<file path="config.mk">
export PLATFORM = sky130hd
export DESIGN_NAME = sprite_blitter_flat
export DESIGN_NICKNAME = d
export VERILOG_FILES = /design/src/rtl/blit_pkg.sv /design/src/rtl/sprite_blitter_if.sv /design/src/rtl/pix_unpack.sv /design/src/rtl/sprite_blitter.sv /design/src/flat_wrapper.sv
export SDC_FILE = /design/constraint.sdc
export NUM_CORES = 1
export LEC_CHECK = 0
export ABC_AREA = 0
export CORE_AREA = 2 2 117 176
export CTS_CLUSTER_DIAMETER = 200
export CTS_CLUSTER_SIZE = 8
export DETAILED_ROUTE_END_ITERATION = 10
export DIE_AREA = 0 0 119 178
export DONT_BUFFER_PORTS = 1
export GPL_TIMING_DRIVEN = 0
export HOLD_SLACK_MARGIN = 0.05
export SYNTH_ARGS = -nofsm -noshare
export SYNTH_HDL_FRONTEND = slang
export SYNTH_SLANG_ARGS = --single-unit
</file>
<file path="constraint.sdc">
create_clock -name clk -period 6.6 [get_ports clk]
set_input_delay 1.65 -clock clk [delete_from_list [all_inputs] [get_ports clk]]
set_output_delay 1.65 -clock clk [all_outputs]
set_load 0.005 [all_outputs]
</file>
<file path="src/rtl/blit_pkg.sv">
// Shared types and the texture atlas directory for the sprite blitter.
package blit_pkg;

  typedef enum logic [1:0] {
    ST_IDLE = 2'd0,
    ST_REQ  = 2'd1,
    ST_WAIT = 2'd2,
    ST_PIX  = 2'd3
  } blit_state_t;

  localparam logic [4:0] PIPE_TOP = 5'd0;
  localparam logic [4:0] PIPE_BOT = 5'd1;
  localparam logic [4:0] BIRD0    = 5'd2;
  localparam logic [4:0] BIRD3    = 5'd5;
  localparam logic [4:0] CHAR0    = 5'd6;
  localparam logic [4:0] CHAR23   = 5'd29;

  localparam logic [5:0] TRANSPARENT_KEY = 6'h33;

  typedef struct packed {
    logic        valid;
    logic [15:0] offset;  // in 32-bit words from the atlas base
    logic [5:0]  w;       // pixels, multiple of 4
    logic [7:0]  h;       // rows
  } tex_info_t;

  // Atlas entries are packed back to back in code order: 2 pipes, 4 birds, 24 chars.
  function automatic tex_info_t tex_info(input logic [4:0] code);
    tex_info_t t;
    t = '0;
    if (code <= PIPE_BOT) begin
      t.valid  = 1'b1;
      t.offset = 16'(code) * 16'd1280;
      t.w      = 6'd32;
      t.h      = 8'd160;
    end else if (code <= BIRD3) begin
      t.valid  = 1'b1;
      t.offset = 16'd2560 + 16'(code - BIRD0) * 16'd48;
      t.w      = 6'd16;
      t.h      = 8'd12;
    end else if (code <= CHAR23) begin
      t.valid  = 1'b1;
      t.offset = 16'd2752 + 16'(code - CHAR0) * 16'd16;
      t.w      = 6'd8;
      t.h      = 8'd8;
    end
    return t;
  endfunction

endpackage

</file>
<file path="src/rtl/sprite_blitter_if.sv">
// Bundle of command, Avalon read master and draw-buffer write signals.
interface sprite_blitter_if;
  import blit_pkg::*;

  // Command handshake: a command transfers on a cycle where cmd_valid && cmd_ready;
  // the blitter latches cmd_x/cmd_y/cmd_tex on that cycle and raises busy after it.
  logic        cmd_valid;
  logic        cmd_ready;
  logic [8:0]  cmd_x;
  logic [7:0]  cmd_y;
  logic [4:0]  cmd_tex;
  logic        busy;

  logic [31:0] master_address;
  logic        master_read;
  logic        master_waitrequest;
  logic [31:0] master_readdata;
  logic        master_readdatavalid;

  logic        fb_we;
  logic [16:0] fb_addr;
  logic [5:0]  fb_data;

  blit_state_t dbg_state;

  modport slave (
    input  cmd_valid, cmd_x, cmd_y, cmd_tex,
    input  master_waitrequest, master_readdata, master_readdatavalid,
    output cmd_ready, busy, master_address, master_read,
    output fb_we, fb_addr, fb_data, dbg_state
  );

  modport master (
    output cmd_valid, cmd_x, cmd_y, cmd_tex,
    output master_waitrequest, master_readdata, master_readdatavalid,
    input  cmd_ready, busy, master_address, master_read,
    input  fb_we, fb_addr, fb_data, dbg_state
  );

endinterface

</file>
<file path="src/rtl/pix_unpack.sv">
// Picks one pixel lane out of a fetched texture word and decides whether it lands on screen.
module pix_unpack
  import blit_pkg::*;
#(
  parameter int         FB_W        = 320,
  parameter int         FB_H        = 240,
  parameter logic [5:0] TRANSPARENT = TRANSPARENT_KEY
) (
  input  logic [23:0] lanes,   // {lane3, lane2, lane1, lane0}, 6 bits each
  input  logic [1:0]  lane,
  input  logic [8:0]  base_x,
  input  logic [7:0]  base_y,
  input  logic [5:0]  col,
  input  logic [7:0]  row,
  output logic [5:0]  pixel,
  output logic        visible,
  output logic [16:0] addr
);

  logic [9:0] px;
  logic [9:0] py;

  always_comb begin
    pixel = 6'd0;
    case (lane)
      2'd0: pixel = lanes[5:0];
      2'd1: pixel = lanes[11:6];
      2'd2: pixel = lanes[17:12];
      2'd3: pixel = lanes[23:18];
      default: pixel = 6'd0;
    endcase
    // 10-bit sums so a sprite hanging past the right/bottom edge never wraps back on screen
    px      = 10'(base_x) + 10'(col) + 10'(lane);
    py      = 10'(base_y) + 10'(row);
    visible = (pixel != TRANSPARENT) && (px < 10'(FB_W)) && (py < 10'(FB_H));
    addr    = 17'(py) * 17'(FB_W) + 17'(px);
  end

endmodule

</file>
<file path="src/rtl/sprite_blitter.sv">
// Fetches a sprite's texture words over Avalon-MM and writes its visible pixels to the draw buffer.
module sprite_blitter
  import blit_pkg::*;
#(
  parameter logic [31:0] TEX_BASE    = 32'h0800_0000,
  parameter int          FB_W        = 320,
  parameter int          FB_H        = 240,
  parameter logic [5:0]  TRANSPARENT = TRANSPARENT_KEY
) (
  input  logic             clk,
  input  logic             reset,
  sprite_blitter_if.slave  bus
);

  blit_state_t state;
  tex_info_t   cmd_info;

  logic [8:0]  x_q;
  logic [7:0]  y_q;
  logic [5:0]  w_q;
  logic [7:0]  h_q;
  logic [5:0]  col_q;
  logic [7:0]  row_q;
  logic [1:0]  lane_q;
  logic [23:0] lanes_q;
  logic [31:0] addr_q;
  logic        rd_q;
  logic        fb_we_q;
  logic [16:0] fb_addr_q;
  logic [5:0]  fb_data_q;

  logic [5:0]  lane_pix;
  logic        lane_vis;
  logic [16:0] lane_addr;
  logic [5:0]  next_col;
  logic [7:0]  next_row;
  logic        row_done;
  logic        unused_bits;

  assign cmd_info    = tex_info(bus.cmd_tex);
  assign next_col    = col_q + 6'd4;
  assign next_row    = row_q + 8'd1;
  assign row_done    = (next_col == w_q);
  assign unused_bits = ^{bus.master_readdata[31:30], bus.master_readdata[23:22],
                         bus.master_readdata[15:14], bus.master_readdata[7:6]};

  pix_unpack #(
    .FB_W        (FB_W),
    .FB_H        (FB_H),
    .TRANSPARENT (TRANSPARENT)
  ) u_unpack (
    .lanes   (lanes_q),
    .lane    (lane_q),
    .base_x  (x_q),
    .base_y  (y_q),
    .col     (col_q),
    .row     (row_q),
    .pixel   (lane_pix),
    .visible (lane_vis),
    .addr    (lane_addr)
  );

  always_ff @(posedge clk) begin
    if (reset) begin
      state     <= ST_IDLE;
      x_q       <= '0;
      y_q       <= '0;
      w_q       <= '0;
      h_q       <= '0;
      col_q     <= '0;
      row_q     <= '0;
      lane_q    <= '0;
      lanes_q   <= '0;
      addr_q    <= '0;
      rd_q      <= 1'b0;
      fb_we_q   <= 1'b0;
      fb_addr_q <= '0;
      fb_data_q <= '0;
    end else begin
      fb_we_q <= 1'b0;
      case (state)
        ST_IDLE: begin
          // Unknown texture codes are consumed here without leaving IDLE.
          if (bus.cmd_valid && cmd_info.valid) begin
            x_q    <= bus.cmd_x;
            y_q    <= bus.cmd_y;
            w_q    <= cmd_info.w;
            h_q    <= cmd_info.h;
            col_q  <= '0;
            row_q  <= '0;
            addr_q <= TEX_BASE + {14'd0, cmd_info.offset, 2'b00};
            rd_q   <= 1'b1;
            state  <= ST_REQ;
          end
        end
        ST_REQ: begin
          if (!bus.master_waitrequest) begin
            rd_q  <= 1'b0;
            state <= ST_WAIT;
          end
        end
        ST_WAIT: begin
          if (bus.master_readdatavalid) begin
            lanes_q <= {bus.master_readdata[29:24], bus.master_readdata[21:16],
                        bus.master_readdata[13:8],  bus.master_readdata[5:0]};
            lane_q  <= 2'd0;
            state   <= ST_PIX;
          end
        end
        ST_PIX: begin
          fb_we_q   <= lane_vis;
          fb_addr_q <= lane_addr;
          fb_data_q <= lane_pix;
          lane_q    <= lane_q + 2'd1;
          if (lane_q == 2'd3) begin
            if (row_done) begin
              col_q <= '0;
              row_q <= next_row;
            end else begin
              col_q <= next_col;
            end
            if (row_done && (next_row == h_q)) begin
              state <= ST_IDLE;
            end else begin
              addr_q <= addr_q + 32'd4;
              rd_q   <= 1'b1;
              state  <= ST_REQ;
            end
          end
        end
        default: state <= ST_IDLE;
      endcase
    end
  end

  assign bus.cmd_ready      = (state == ST_IDLE);
  assign bus.busy           = (state != ST_IDLE);
  assign bus.master_read    = rd_q;
  assign bus.master_address = addr_q;
  assign bus.fb_we          = fb_we_q;
  assign bus.fb_addr        = fb_addr_q;
  assign bus.fb_data        = fb_data_q;
  assign bus.dbg_state      = state;

endmodule
</file>
<file path="src/flat_wrapper.sv">
// flat-port wrapper written by rule: the top's interface ports become plain ports
module sprite_blitter_flat import blit_pkg::*;
#(
  parameter logic [31:0] TEX_BASE    = 32'h0800_0000,
  parameter int          FB_W        = 320,
  parameter int          FB_H        = 240,
  parameter logic [5:0]  TRANSPARENT = TRANSPARENT_KEY
)
  (clk, reset, bus_cmd_valid, bus_cmd_x, bus_cmd_y, bus_cmd_tex, bus_master_waitrequest, bus_master_readdata, bus_master_readdatavalid, bus_cmd_ready, bus_busy, bus_master_address, bus_master_read, bus_fb_we, bus_fb_addr, bus_fb_data, bus_dbg_state);
  sprite_blitter_if bus_i ();
  input  logic clk;
  input  logic reset;
  input wire logic [$bits(bus_i.cmd_valid)-1:0] bus_cmd_valid;
  input wire logic [$bits(bus_i.cmd_x)-1:0] bus_cmd_x;
  input wire logic [$bits(bus_i.cmd_y)-1:0] bus_cmd_y;
  input wire logic [$bits(bus_i.cmd_tex)-1:0] bus_cmd_tex;
  input wire logic [$bits(bus_i.master_waitrequest)-1:0] bus_master_waitrequest;
  input wire logic [$bits(bus_i.master_readdata)-1:0] bus_master_readdata;
  input wire logic [$bits(bus_i.master_readdatavalid)-1:0] bus_master_readdatavalid;
  output wire logic [$bits(bus_i.cmd_ready)-1:0] bus_cmd_ready;
  output wire logic [$bits(bus_i.busy)-1:0] bus_busy;
  output wire logic [$bits(bus_i.master_address)-1:0] bus_master_address;
  output wire logic [$bits(bus_i.master_read)-1:0] bus_master_read;
  output wire logic [$bits(bus_i.fb_we)-1:0] bus_fb_we;
  output wire logic [$bits(bus_i.fb_addr)-1:0] bus_fb_addr;
  output wire logic [$bits(bus_i.fb_data)-1:0] bus_fb_data;
  output wire logic [$bits(bus_i.dbg_state)-1:0] bus_dbg_state;
  assign bus_i.cmd_valid = bus_cmd_valid;
  assign bus_i.cmd_x = bus_cmd_x;
  assign bus_i.cmd_y = bus_cmd_y;
  assign bus_i.cmd_tex = bus_cmd_tex;
  assign bus_i.master_waitrequest = bus_master_waitrequest;
  assign bus_i.master_readdata = bus_master_readdata;
  assign bus_i.master_readdatavalid = bus_master_readdatavalid;
  assign bus_cmd_ready = bus_i.cmd_ready;
  assign bus_busy = bus_i.busy;
  assign bus_master_address = bus_i.master_address;
  assign bus_master_read = bus_i.master_read;
  assign bus_fb_we = bus_i.fb_we;
  assign bus_fb_addr = bus_i.fb_addr;
  assign bus_fb_data = bus_i.fb_data;
  assign bus_dbg_state = bus_i.dbg_state;
  sprite_blitter #(.TEX_BASE(TEX_BASE), .FB_W(FB_W), .FB_H(FB_H), .TRANSPARENT(TRANSPARENT)) u_core (.clk(clk), .reset(reset), .bus(bus_i));
endmodule
</file>
# [Word level (Yosys, flattened, before mapping)]
# Index checks and enable logic that the tools add are counted.
[word_totals] regBits=130 word_cells=99
[op_classes] bitwise_logic=1 eq_ne=15 n_lt_le_gt_ge=5 addsub=13 n_mux=29 n_reduce_logical=19 n_mul=3
[op_table] op="32-bit 2-to-1 mux" count=3
[op_table] op="31-bit 2-to-1 mux" count=3
[op_table] op="32-bit one-hot mux with 2 select lines" count=1
[op_table] op="12-bit by 16-bit adder with 16-bit output (first input constant)" count=2
[op_table] op="32-bit by 3-bit adder with 32-bit output (second input constant)" count=1
[op_table] op="28-bit by 18-bit adder with 29-bit output (first input constant)" count=1
[op_table] op="8-bit 2-to-1 mux" count=3
[op_table] op="6-bit one-hot mux with 4 select lines" count=1
[op_table] op="6-bit 2-to-1 mux" count=3
[op_table] op="17-bit by 10-bit adder with 17-bit output" count=1
[op_table] op="16-bit by 2-bit multiplier with 12-bit output (second input constant)" count=1
[op_table] op="8-bit one-hot mux with 2 select lines" count=1
[op_table] op="6-bit one-hot mux with 2 select lines" count=1
[op_table] op="4-bit AND reduction" count=3
[op_table] op="9-bit by 3-bit multiplier with 11-bit output (second input constant)" count=1
[op_table] op="10-bit by 2-bit adder with 10-bit output" count=1
[op_table] op="9-bit by 6-bit adder with 10-bit output" count=1
[op_table] op="10-bit by 9-bit < comparator with 1-bit output (second input constant)" count=1
[op_table] op="2-bit 2-to-1 mux" count=5
[op_table] op="8-bit by 8-bit adder with 9-bit output" count=1
[op_table] op="9-bit by 8-bit < comparator with 1-bit output (second input constant)" count=1
[op_table] op="8-bit by 1-bit adder with 8-bit output (second input constant)" count=1
[op_table] op="2-bit equality test (second input constant)" count=4
[op_table] op="8-bit equality test" count=1
[op_table] op="26 further kinds" count=43

# [Depth between registers and ports, before layout]
[logic_depth] depth_word=8 ltp_mapped=18

# [By module]
# A second synthesis with hierarchy kept.
[unflattened] cells_unflattened=953 area_unflattened_um2=7817.5
[modules_own_cells] module="sprite_blitter" instances=1 area_per_inst_um2=6145.9 cells_each=762 seq_area_each_um2=2322.2
[modules_own_cells] module="pix_unpack" instances=1 area_per_inst_um2=1671.6 cells_each=191 seq_area_each_um2=0.0

# [Least setup slack after synthesis]
# No wires, ideal clock.
[synth_timing] kind="input to register" from="input port bus_cmd_tex[1]" to="register u_core.addr_q[13] (netlist: u_core.bus.master_address[13])" path_stages=15 t_arrival_ps=4209 setup_time_ps=132 path_buffers=2 path_slack_ps=2259 path_cell_list="clkbuf_1 > inv_1 > ha_1 > clkbuf_1 > xor2_1 > ha_1 > a31o_2 > a21oi_1 > xnor2_1 > ha_1 > xnor2_1 > o311ai_0 > a21oi_1 > a21oi_1 > o21ai_0"
[synth_between] elab_chain_cells=8
[synth_rtl] element="from (decl)" line_no="flat_wrapper.sv:16" source="input wire logic [$bits(bus_i.cmd_tex)-1:0] bus_cmd_tex;"
[synth_rtl] element="5-bit by 2-bit subtractor with 6-bit output / 5-bit by 3-bit subtractor with 6-bit output (equally long branches)" line_no="blit_pkg.sv:38, blit_pkg.sv:43"
[synth_rtl] element="16-bit by 2-bit multiplier with 12-bit output / 12-bit by 16-bit adder with 16-bit output (equally long branches)" line_no="blit_pkg.sv:38, blit_pkg.sv:43"
[synth_rtl] element="12-bit by 16-bit adder with 16-bit output / 31-bit 2-to-1 mux (equally long branches)" line_no="blit_pkg.sv:38, blit_pkg.sv:41"
[synth_rtl] element="31-bit 2-to-1 mux" line_no="blit_pkg.sv:36" source="end else if (code <= BIRD3) begin"
[synth_rtl] element="31-bit 2-to-1 mux (*)" line_no="blit_pkg.sv:31" source="if (code <= PIPE_BOT) begin"
[synth_rtl] element="28-bit by 18-bit adder with 29-bit output" line_no="sprite_blitter.sv:91" source="addr_q <= TEX_BASE + {14'd0, cmd_info.offset, 2'b00};"
[synth_rtl] element="32-bit 2-to-1 mux" line_no="sprite_blitter.sv:84" source="if (bus.cmd_valid && cmd_info.valid) begin"
[synth_rtl] element="32-bit one-hot mux with 2 select lines" line_no="sprite_blitter.sv:81" source="case (state)"
[synth_rtl] element="to (signal assigned)" line_no="sprite_blitter.sv:91"
[synth_rtl] element="to (signal assigned)" line_no="sprite_blitter.sv:125" source="addr_q <= addr_q + 32'd4;"
[synth_rtl] element="to (decl)" line_no="sprite_blitter.sv:26" source="logic [31:0] addr_q;"
# Every way passes the cells marked *; elsewhere a longest branch is shown, timed or not. The select of a mux whose other input is x is not followed.
# A chain may end at the register's enable or synchronous reset.

# [Worst setup path after layout]
[layout_timing] from="register u_core.row_q[0]" to="register u_core.fb_addr_q[15] (netlist: u_core.bus.fb_addr[15])"
[layout_between] elab_chain_cells=3
[layout_rtl] element="from (decl)" line_no="sprite_blitter.sv:23" source="logic [7:0] row_q;"
[layout_rtl] element="from (signal assigned)" line_no="sprite_blitter.sv:118" source="row_q <= next_row;"
[layout_rtl] element="8-bit by 8-bit adder with 9-bit output" line_no="pix_unpack.sv:34" source="py = 10'(base_y) + 10'(row);"
[layout_rtl] element="9-bit by 3-bit multiplier with 11-bit output" line_no="pix_unpack.sv:36" source="addr = 17'(py) * 17'(FB_W) + 17'(px);"
[layout_rtl] element="17-bit by 10-bit adder with 17-bit output" line_no="pix_unpack.sv:36"
[layout_rtl] element="to (signal assigned)" line_no="sprite_blitter.sv:112" source="fb_addr_q <= lane_addr;"
[layout_rtl] element="to (decl)" line_no="sprite_blitter.sv:29" source="logic [16:0] fb_addr_q;"
# No other way between the ends.

==> impl_metrics.tcl <==
set metrics [dict create \
    final-max-slew-violation-count 0 \
    tritoncts "yes" \
    die_width_um 119 \
    wire_per_inst_um 17.8 \
    globalRoute.totalOverflow 0 \
    cts_htree_levels 4 \
    hold_viol_final 0 \
    via_count 7194 \
    final_critical_path_setup_slack_ns 1.99 \
    number_of_warnings_printed_during_yosys_synthesis 0 \
    worst-endpoint-required_ns 6.95 \
    num_io_pins 120 \
    core_region_area_um2 19600 \
    gp_congestion 0.895 \
    pwr_density_cell_nw_per_um2 277 \
    die-height_um 178 \
    insertedDiodeCount 0 \
    maximum_number_of_buffers_from_clock_root_to_sink 2 \
    ys.flop_type "sky130_fd_sc_hd__dfxtp_1" \
    synth.distinct_cells 84 \
    timing.critical_path.arrival_ns 4.96 \
    dp_hpwl_um 17800 \
    hp-class "reg2reg" \
    grt_max_degree 17 \
    drc_errors 0 \
    ctsHoldBuffers 0 \
    synth_cells 991 \
    synth-async-reset-ratio_pct 0 \
    global_route_wire_length_before_repair_um 37100 \
    drt_first_iter_violations 314 \
    worst_pin_slew_ns 1.00 \
    place_ws_ns 1.85 \
    syn_area_um2 7790 \
    drt-vias-per-instance 5.60 \
    drive_above_1_share_pct 6.35 \
    clk-insertion-delay-late_ns 0.43 \
    detailedRoute.firstPassIterationCount 4 \
    rows 63 \
    fin_tns_setup_ns 0 \
    drtAntennaViolNets 0 \
    critical_path.startpoint_type "flip-flop" \
    multi_input_area_um2 5100 \
    placedInstanceArea_um2 8120 \
    power.leakage_nw 3.23 \
    area_delta_synth_final_pct 11.7 \
    critical_path_class "reg2reg" \
    total_power_w 0.00241 \
    first_global_vias 7079 \
    grt_setup_unrepaired "no" \
    die_area_um2 21200 \
    synth_area_per_cell_um2 7.86 \
    status "finished clean" \
    endpoint_kind "flip-flop" \
    fin_nets 1136 \
    floorplan.initialDensity_pct 39.7 \
    cts-root-buf "sky130_fd_sc_hd__clkbuf_16" \
    numCtsBuffers 17 \
    crit_fanout 8 \
    postSynthRegisterBits 116 \
    cts.sinks 116 \
    maxCapViolations 0 \
    fin_crit_ns 4.61 \
    globalRouteTotalUtil_pct 22.3 \
    max_slew_margin_pct 32.5 \
    routed_wirelength_um 22900 \
    antenna_violations_before_repair 0 \
    vdd_drop_max_uv 154 \
    post_cts_resized 0 \
    final.setup_skew_ns 0.00902 \
    synth-seq-area-share_pct 29.8 \
    layout_worst_path_cycle_share_pct 69.8 \
    fillers 2031 \
    path_clk_slew_ns 0.06 \
    portBuffers 0 \
    synth_edf_count 0 \
    achievable-frequency_mhz 217 \
    cts_post_setup_buffers_inserted 0 \
    finalSetupViolations 0 \
    final_design_area_no_fill_um2 8700 \
    area.sequential_um2 2320 \
]
per-layer routing:
layer / vias up / part of all wire (%) / track usage, %
met4: 0 / 3.0 / 9.47
met1: 3369 / 38 / 23.3
met2: 143 / 55 / 42.6
met5: - / 0 / 0
met3: 53 / 4.5 / 4.92
li1: 3629 / - / -
metrics by stage:
stage	hold WS, ns	utilization, %	instances
6_report	0.457	44.3	1284
3_5_place_dp	0.446	41.4	1252
5_1_grt	0.474	44.3	1284
4_1_cts	0.455	44.3	1284
3_3_place_gp	0.440	41.4	1252
2_1_floorplan	0.431	-	992
cell usage after synthesis, types with 4 or more instances:
cell type                  number  share of area (%)
sky130_fd_sc_hd__a211oi_1      16                1.5
sky130_fd_sc_hd__a21o_1         8               0.77
sky130_fd_sc_hd__a21oi_1      106                6.8
sky130_fd_sc_hd__a222oi_1       5               0.64
sky130_fd_sc_hd__a22oi_1        4               0.39
sky130_fd_sc_hd__a311oi_1       4               0.45
sky130_fd_sc_hd__a31oi_1        7               0.56
sky130_fd_sc_hd__and2_1        11               0.88
sky130_fd_sc_hd__and3_1         8               0.64
sky130_fd_sc_hd__buf_2          5               0.32
sky130_fd_sc_hd__clkbuf_1      41                2.0
sky130_fd_sc_hd__dfxtp_1      116                 30
sky130_fd_sc_hd__fa_1           5                1.3
sky130_fd_sc_hd__ha_1          61                9.8
sky130_fd_sc_hd__inv_1         35                1.7
sky130_fd_sc_hd__mux2i_1       14                1.8
sky130_fd_sc_hd__nand2_1      131                6.3
sky130_fd_sc_hd__nand2b_1      12               0.96
sky130_fd_sc_hd__nand3_1       27                1.7
sky130_fd_sc_hd__nand3b_1       6               0.58
sky130_fd_sc_hd__nand4_1        9               0.72
sky130_fd_sc_hd__nor2_1        77                3.7
sky130_fd_sc_hd__nor2b_1       13                1.0
sky130_fd_sc_hd__nor3_1        26                1.7
sky130_fd_sc_hd__nor3b_1        4               0.39
sky130_fd_sc_hd__nor4_1         5               0.40
sky130_fd_sc_hd__o211ai_1       8               0.77
sky130_fd_sc_hd__o21a_1         5               0.48
sky130_fd_sc_hd__o21ai_0       48                3.1
sky130_fd_sc_hd__o21ai_1        6               0.39
sky130_fd_sc_hd__o22ai_1        4               0.32
sky130_fd_sc_hd__o311ai_0       4               0.45
sky130_fd_sc_hd__o31ai_1        9               0.87
sky130_fd_sc_hd__or2_2          9               0.72
sky130_fd_sc_hd__or3_1         20                1.6
sky130_fd_sc_hd__or4_1         11                1.1
sky130_fd_sc_hd__xnor2_1       23                2.6
sky130_fd_sc_hd__xor2_1        16                1.8
cell usage in the layout, fill, tap and decap left out, types with 13 or more instances in the layout:
cell type	synthesis	routed
sky130_fd_sc_hd__clkbuf_16	0	17
sky130_fd_sc_hd__mux2i_1	14	14
sky130_fd_sc_hd__dfxtp_1	116	116
sky130_fd_sc_hd__a211oi_1	16	16
sky130_fd_sc_hd__o21ai_0	48	48
sky130_fd_sc_hd__a21oi_1	106	106
sky130_fd_sc_hd__inv_1	35	35
sky130_fd_sc_hd__clkbuf_1	41	41
sky130_fd_sc_hd__or3_1	20	20
sky130_fd_sc_hd__nor2b_1	13	13
sky130_fd_sc_hd__ha_1	61	61
sky130_fd_sc_hd__xnor2_1	23	23
sky130_fd_sc_hd__nand3_1	27	27
sky130_fd_sc_hd__nor2_1	77	77
sky130_fd_sc_hd__nor3_1	26	26
sky130_fd_sc_hd__nand2_1	131	131
sky130_fd_sc_hd__xor2_1	16	16
where the power goes:
part	switching [W]	internal (W)	total (W)
Combinational	0.000414	0.000233	0.000648
Sequential	0.0000749	0.000773	0.000848
Clock	0.000365	0.000553	0.000918
path summary, 6_finish.rpt:
path,startpoint,to,slack [ns],cells after the start
worst max-delay path,u_core.row_q[0],u_core.bus.fb_addr[15],1.99,16
worst min-delay path,u_core.lanes_q[19],u_core.lanes_q[19],0.46,2
worst max register to register,u_core.row_q[0],u_core.bus.fb_addr[15],1.99,16
worst min register to register,u_core.lanes_q[19],u_core.lanes_q[19],0.46,2
logic make-up after synthesis:
| logic type | synth area share [%] |
|---|---|
| simple gates | 24.2 |
| compound gates | 23.2 |
| flops | 29.8 |
| buf+inv | 4.77 |
| fa+ha+maj | 11.1 |
| xor+xnor | 4.96 |
| mux | 1.94 |
| other cells | 0.0481 |
worst max-delay path, cell delays in order, from the launching register on:
cell                       delay [ns]
sky130_fd_sc_hd__dfxtp_1         0.38
sky130_fd_sc_hd__ha_1            0.25
sky130_fd_sc_hd__fa_1            0.44
sky130_fd_sc_hd__a21o_1          0.18
sky130_fd_sc_hd__a21oi_1         0.16
sky130_fd_sc_hd__xnor2_1         0.16
sky130_fd_sc_hd__and2_1          0.21
sky130_fd_sc_hd__or2_2           0.32
sky130_fd_sc_hd__inv_1           0.06
sky130_fd_sc_hd__ha_1            0.22
sky130_fd_sc_hd__a211o_1         0.35
sky130_fd_sc_hd__and2_1          0.18
sky130_fd_sc_hd__o311ai_0        0.86
sky130_fd_sc_hd__and4b_1         0.34
sky130_fd_sc_hd__nor3_1          0.06
sky130_fd_sc_hd__nand3b_1        0.19
sky130_fd_sc_hd__a21oi_1         0.16
sequential cells by signal, indices dropped and copies added (netlist names), 3 cells and up:
| signal | flops |
|---|---|
| u_core.bus.fb_addr | 17 |
| u_core.bus.fb_data | 6 |
| u_core.bus.master_address | 30 |
| u_core.col_q | 4 |
| u_core.h_q | 3 |
| u_core.lanes_q | 24 |
| u_core.row_q | 8 |
| u_core.x_q | 9 |
| u_core.y_q | 8 |
area by class of cell:
type	instances	share of cell area [%]
sequential	116	26.7
tap	260	3.74
buffer	55	2.76
inverter	35	1.51
clock inverter	12	1.35
multi-input combinational	786	58.6
clock buffer	20	5.36
No activity file was read; power rests on OpenSTA's default activity.
